File: src/rtl/dsp_mult_arbiter.sv
// Round-robin sharing of one pipelined signed multiplier, with a credit-guarded FWFT result FIFO.
// Define DSP_ARB_ACC_EN to add per-requester accumulators updated at pipeline exit.
module dsp_mult_arbiter #(
    parameter int NREQ = 4,
    parameter int AW   = 18,
    parameter int BW   = 18,
    parameter int PIPE = 3,
    parameter int ACCW = 48
) (
    input  logic                    CLK,
    input  logic                    RST,
    input  logic [NREQ-1:0]         req_valid,
    output logic [NREQ-1:0]         req_ready,
    input  logic [NREQ*AW-1:0]      req_a,
    input  logic [NREQ*BW-1:0]      req_b,
    input  logic [NREQ-1:0]         req_acc,
    output logic                    res_valid,
    input  logic                    res_ready,
    output logic [$clog2(NREQ)-1:0] res_id,
    output logic [ACCW-1:0]         res_data,
    output logic                    busy
);
    localparam int IDW   = $clog2(NREQ);
    localparam int DEPTH = PIPE + 2;
    localparam int PW    = $clog2(DEPTH);
    localparam int CW    = $clog2(DEPTH + 1);

    logic [IDW-1:0]  ptr_q, ptr_d;
    logic [PIPE-1:0] pv_q, pv_d;
    logic [IDW-1:0]  pid_q [PIPE];
    logic [AW-1:0]   pa_q  [PIPE];
    logic [BW-1:0]   pb_q  [PIPE];
    logic [IDW-1:0]  fid_q   [DEPTH];
    logic [ACCW-1:0] fdata_q [DEPTH];
    logic [PW-1:0]   wr_q, wr_d, rd_q, rd_d;
    logic [CW-1:0]   cnt_q, cnt_d;

    logic [IDW-1:0]  win, cand;
    logic            win_found, has_credit, issue, push, pop;

    logic signed [AW+BW-1:0] prod_full;
    logic [ACCW-1:0]         prod_ext, ex_data;

    // Round-robin search starting at the pointer; credit covers both in-flight ops and FIFO entries.
    always_comb begin
        win       = '0;
        cand      = '0;
        win_found = 1'b0;
        for (int unsigned k = 0; k < NREQ; k++) begin
            cand = IDW'((32'(ptr_q) + k) % NREQ);
            if (!win_found && req_valid[cand]) begin
                win       = cand;
                win_found = 1'b1;
            end
        end
        has_credit = ($countones(pv_q) + int'(cnt_q)) < DEPTH;
        issue      = win_found && has_credit;
        req_ready  = '0;
        if (issue) req_ready[win] = 1'b1;
        ptr_d = ptr_q;
        if (issue) ptr_d = (win == IDW'(NREQ - 1)) ? '0 : win + 1'b1;
        pv_d    = '0;
        pv_d[0] = issue;
        for (int unsigned s = 1; s < PIPE; s++) pv_d[s] = pv_q[s-1];
    end

    always_ff @(posedge CLK) begin
        for (int unsigned s = PIPE - 1; s > 0; s--) begin
            pid_q[s] <= pid_q[s-1];
            pa_q[s]  <= pa_q[s-1];
            pb_q[s]  <= pb_q[s-1];
        end
        pid_q[0] <= win;
        pa_q[0]  <= req_a[32'(win)*AW +: AW];
        pb_q[0]  <= req_b[32'(win)*BW +: BW];
    end

    assign prod_full = $signed(pa_q[PIPE-1]) * $signed(pb_q[PIPE-1]);
    assign prod_ext  = ACCW'(prod_full);
    assign push      = pv_q[PIPE-1];

`ifdef DSP_ARB_ACC_EN
    logic [PIPE-1:0] pacc_q, pacc_d;
    logic [ACCW-1:0] acc_q [NREQ];
    logic [ACCW-1:0] acc_d [NREQ];

    always_comb begin
        pacc_d    = '0;
        pacc_d[0] = req_acc[win];
        for (int unsigned s = 1; s < PIPE; s++) pacc_d[s] = pacc_q[s-1];
        acc_d   = acc_q;
        ex_data = prod_ext;
        if (pacc_q[PIPE-1]) ex_data = acc_q[pid_q[PIPE-1]] + prod_ext;
        if (push) acc_d[pid_q[PIPE-1]] = ex_data;
    end

    always_ff @(posedge CLK) begin
        pacc_q <= pacc_d;
        if (RST) acc_q <= '{default: '0};
        else     acc_q <= acc_d;
    end
`else
    logic unused_acc;
    assign unused_acc = ^req_acc;
    assign ex_data    = prod_ext;
`endif

    assign res_valid = (cnt_q != '0);
    assign pop       = res_valid && res_ready;

    always_comb begin
        wr_d  = wr_q;
        rd_d  = rd_q;
        cnt_d = cnt_q;
        if (push) wr_d = (wr_q == PW'(DEPTH - 1)) ? '0 : wr_q + 1'b1;
        if (pop)  rd_d = (rd_q == PW'(DEPTH - 1)) ? '0 : rd_q + 1'b1;
        case ({push, pop})
            2'b10:   cnt_d = cnt_q + 1'b1;
            2'b01:   cnt_d = cnt_q - 1'b1;
            default: cnt_d = cnt_q;
        endcase
    end

    always_ff @(posedge CLK) begin
        if (push) begin
            fid_q[wr_q]   <= pid_q[PIPE-1];
            fdata_q[wr_q] <= ex_data;
        end
    end

    always_ff @(posedge CLK) begin
        if (RST) begin
            ptr_q <= '0;
            pv_q  <= '0;
            wr_q  <= '0;
            rd_q  <= '0;
            cnt_q <= '0;
        end else begin
            ptr_q <= ptr_d;
            pv_q  <= pv_d;
            wr_q  <= wr_d;
            rd_q  <= rd_d;
            cnt_q <= cnt_d;
        end
    end

    // Head is masked when empty so the idle outputs read as zero.
    assign res_id   = res_valid ? fid_q[rd_q]   : '0;
    assign res_data = res_valid ? fdata_q[rd_q] : '0;
    assign busy     = (pv_q != '0) || res_valid;

endmodule
File: config.mk
export PLATFORM = sky130hd
export DESIGN_NAME = dsp_mult_arbiter
export DESIGN_NICKNAME = d
export VERILOG_FILES = /design/src/rtl/dsp_mult_arbiter.sv
export SDC_FILE = /design/constraint.sdc
export NUM_CORES = 1
export LEC_CHECK = 0
export CAP_MARGIN = 15
export CORE_UTILIZATION = 40
export CTS_CLUSTER_DIAMETER = 80
export DETAILED_ROUTE_END_ITERATION = 16
export HOLD_SLACK_MARGIN = 0.02
export PLACE_DENSITY_LB_ADDON = 0.15
export SLEW_MARGIN = 15
export SYNTH_ARGS = -nofsm -noshare
export SYNTH_HDL_FRONTEND = slang
export SYNTH_SLANG_ARGS = --single-unit
File: constraint.sdc
create_clock -name CLK -period 6.09 [get_ports CLK]
set_input_delay 1.218 -clock CLK [delete_from_list [all_inputs] [get_ports CLK]]
set_output_delay 1.218 -clock CLK [all_outputs]
set_load 0.01 [all_outputs]
==> results.yml <==
setup_path:
  cp_slowest_cell: "fa_1"
  required_ps: 6520
  crit_type: "reg -> reg"
  cpPeakStageDelay_ps: 570
  worstPathMaxFanout: 5
  cp-start-kind: "register"
  path_delay_family: "adder cells"
  cp-end-kind: "register"
  path_buf_inv: 7
  critPathMostFrequentCell: "fa_1"
  worstPathCellList: "buf_6 > and2_4 > fa_1 > inv_2 > buf_4 > fa_1 > inv_1 > ha_1 > inv_1 > fa_2 > fa_1 > fa_1 > inv_1 > ha_1 > buf_4 > nand3_2 > a31o_1 > a211oi_4 > nor4b_4 > a31oi_4 > or4_4 > nand3_4"
  arrival_ps: 6360
route:
  drt-initial-drc-count: 550
  drc_errors: 0
  vias: 15350
  drt_first_pass_iters: 5
  routed_wl_mm: 52.44
  ant_nets: 0
  vias_per_cell: 4.789
  routedWlPerCell_um: 16.36
global_routing:
  grt_usage: 0.1782
  grt.overflow.total: 0
  grt_max_degree: 73
  grt_pass1_vias: 16610
  antenna_found_initial: 0
  grt_pass1_wl_mm: 86.12
flow_run:
  cap_violations: 0
sta:
  slew_headroom: 0.5284
  finClkSkew_ps: 22.69
  finalHoldViolCount: 0
  post-route-period-util: 0.9743
  fin_crit_ps: 5933
  report.final.slew_viol_count: 0
  clock.fmax_ghz: 0.1685
  tightest_slew_ps: 707.4
  rsz0062_at_grt: "yes"
  finalSetupViolCount: 0
place:
  port_buffers: 206
  hpwl_mm: 41.48
  place.gp.congestion: 0.8420
  dp_cells: 3145
clock_network:
  path_clk_slew_ps: 60
  cts-root-buf: "clkbuf_16"
  clock-sinks: 321
  holdBufCountCts: 0
  cts-buffers-inserted: 31
  htreeDepth: 1
  cts_tree: "done"
  clockBufferDepth: 3
  clk_latency_ps: 570
synthesis:
  synth_edf_count: 190
  synth_most_common_cell: "inv_1"
  ys_types: 66
  synthFlopType: "edfxtp_1"
  ys_warn_count: 0
  ys_top_cells_by_count: "388 x inv_1, 332 x fa_1, 245 x nand2_1"
  synth.area.top_cells: "fa_1 28%, edfxtp_1 24%, dfxtp_1 11%"
  yosys_register_bits: 321
  synth_seq_area_share: 0.3501
  synth_cells: 2114
  netlist_area_mm2: 0.02379
  synth_top_area_frac: 0.2794
  yosysTopAreaCell: "fa_1"
  syn-num-nets: 2706
  avgSynthCellArea_um2: 11.25
  async_flop_share: 0
hold_path:
  worstHoldPathType: "reg -> reg"
layout:
  stdcell_count: 3205
  fillers: 5293
  nets: 3000
  antenna_cells: 0
  drive_gt1_frac: 0.1423
  syn2layout_area_growth_pct: 23.36
die:
  die_w_um: 245.9
  initial_core_util: 0.4038
  die_area_mm2: 0.06045
  die_h_um: 245.9
  fp.coreArea_mm2: 0.05891
  rows: 89
  io-pin-count: 211
status:
  status: "finished clean"
cell families after synthesis:
logic type                 after synthesis  synth area share
DFF                                    321            0.3501
AOI/OAI and AO/OA                      183           0.05439
buffers and inverters                  491           0.07963
adders and majority gates              437            0.3346
and+or+nand+nor                        571            0.1163
xor gates and xnor gates                33           0.01215
muxes                                   78           0.05281
metrics by stage:
step | setup WS (ps) | util | hold slack (ps) | instance area (µm²) | setup TNS, ps
6_report | 156.8 | 0.4982 | 322.8 | 29350 | 0
5_1_grt | -37.15 | 0.4982 | 325.1 | 29350 | -198.2
4_1_cts | 7.010 | 0.4903 | 323.6 | 28880 | 0
3_5_place_dp | -141.0 | 0.4728 | 312.1 | 27850 | -3418
3_3_place_gp | -92.31 | 0.4728 | 309.8 | 27850 | -621.5
2_1_floorplan | 7.170 | - | 309.5 | 23810 | 0
state kept, by name (all words and copies together) (netlist names), named ones only:
signal and cells:
fdata_q 180, pa_q 54, pb_q 54, fid_q 10
pid_q 6, cnt_q 3, pv_q 3, rd_q 3
wr_q 3, ptr_q 2
cell usage in the layout, fill, tap and decap left out, types with 13 or more instances in the layout:
cell type          n
inv_1            377
fa_1             320
nand2_1          239
clkdlybuf4s50_1  206
edfxtp_1         190
and2_1           155
buf_4            122
dfxtp_1          118
ha_1              97
nor2_1            80
a211oi_1          40
mux2i_1           40
and3_1            39
mux4_2            38
a31oi_1           37
clkbuf_16         32
a21oi_1           22
xnor2_1           21
buf_12            21
o21ai_0           14
buf_6             13
timing repair:
| item | 4_1_cts | 5_1_grt |
|---|---|---|
| pin swaps | 3 | 34 |
| setup endpoints to repair | 50 | 75 |
| resized for setup | 6 | 103 |
| setup buffers | 0 | 5 |
worst paths after layout:
kind                     to        start  slack, ps  depth (start not counted)
max          fdata_q[4][46]  pa_q[0][53]        160                         22
min             pid_q[0][4]  pid_q[0][2]        320                          0
max reg2reg  fdata_q[4][46]  pa_q[0][53]        160                         22
min reg2reg     pid_q[0][4]  pid_q[0][2]        320                          0
layout make-up:
type / count / area [µm²] / area share
inverter: 390 / 1469 / 0.05006
clock buffer: 40 / 872.1 / 0.02972
tap: 773 / 967.2 / 0.03296
clock inverter: 17 / 135.1 / 0.004605
timing repair buffer: 362 / 3545 / 0.1208
multi-input combinational: 1302 / 14000 / 0.4772
sequential: 321 / 8354 / 0.2847
per-layer routing:
| layer | vias up | global-route usage | part of all wire |
|---|---|---|---|
| li1 | 7320 | - | - |
| met1 | 7730 | 0.2402 | 0.46 |
| met2 | 259 | 0.3082 | 0.48 |
| met3 | 41 | 0.02270 | 0.041 |
| met4 | 0 | 0.03361 | 0.015 |
| met5 | - | 0 | 0 |
Power is not shown: default switching activity piles up to over one toggle a cycle in this logic, so the estimate is an artifact.
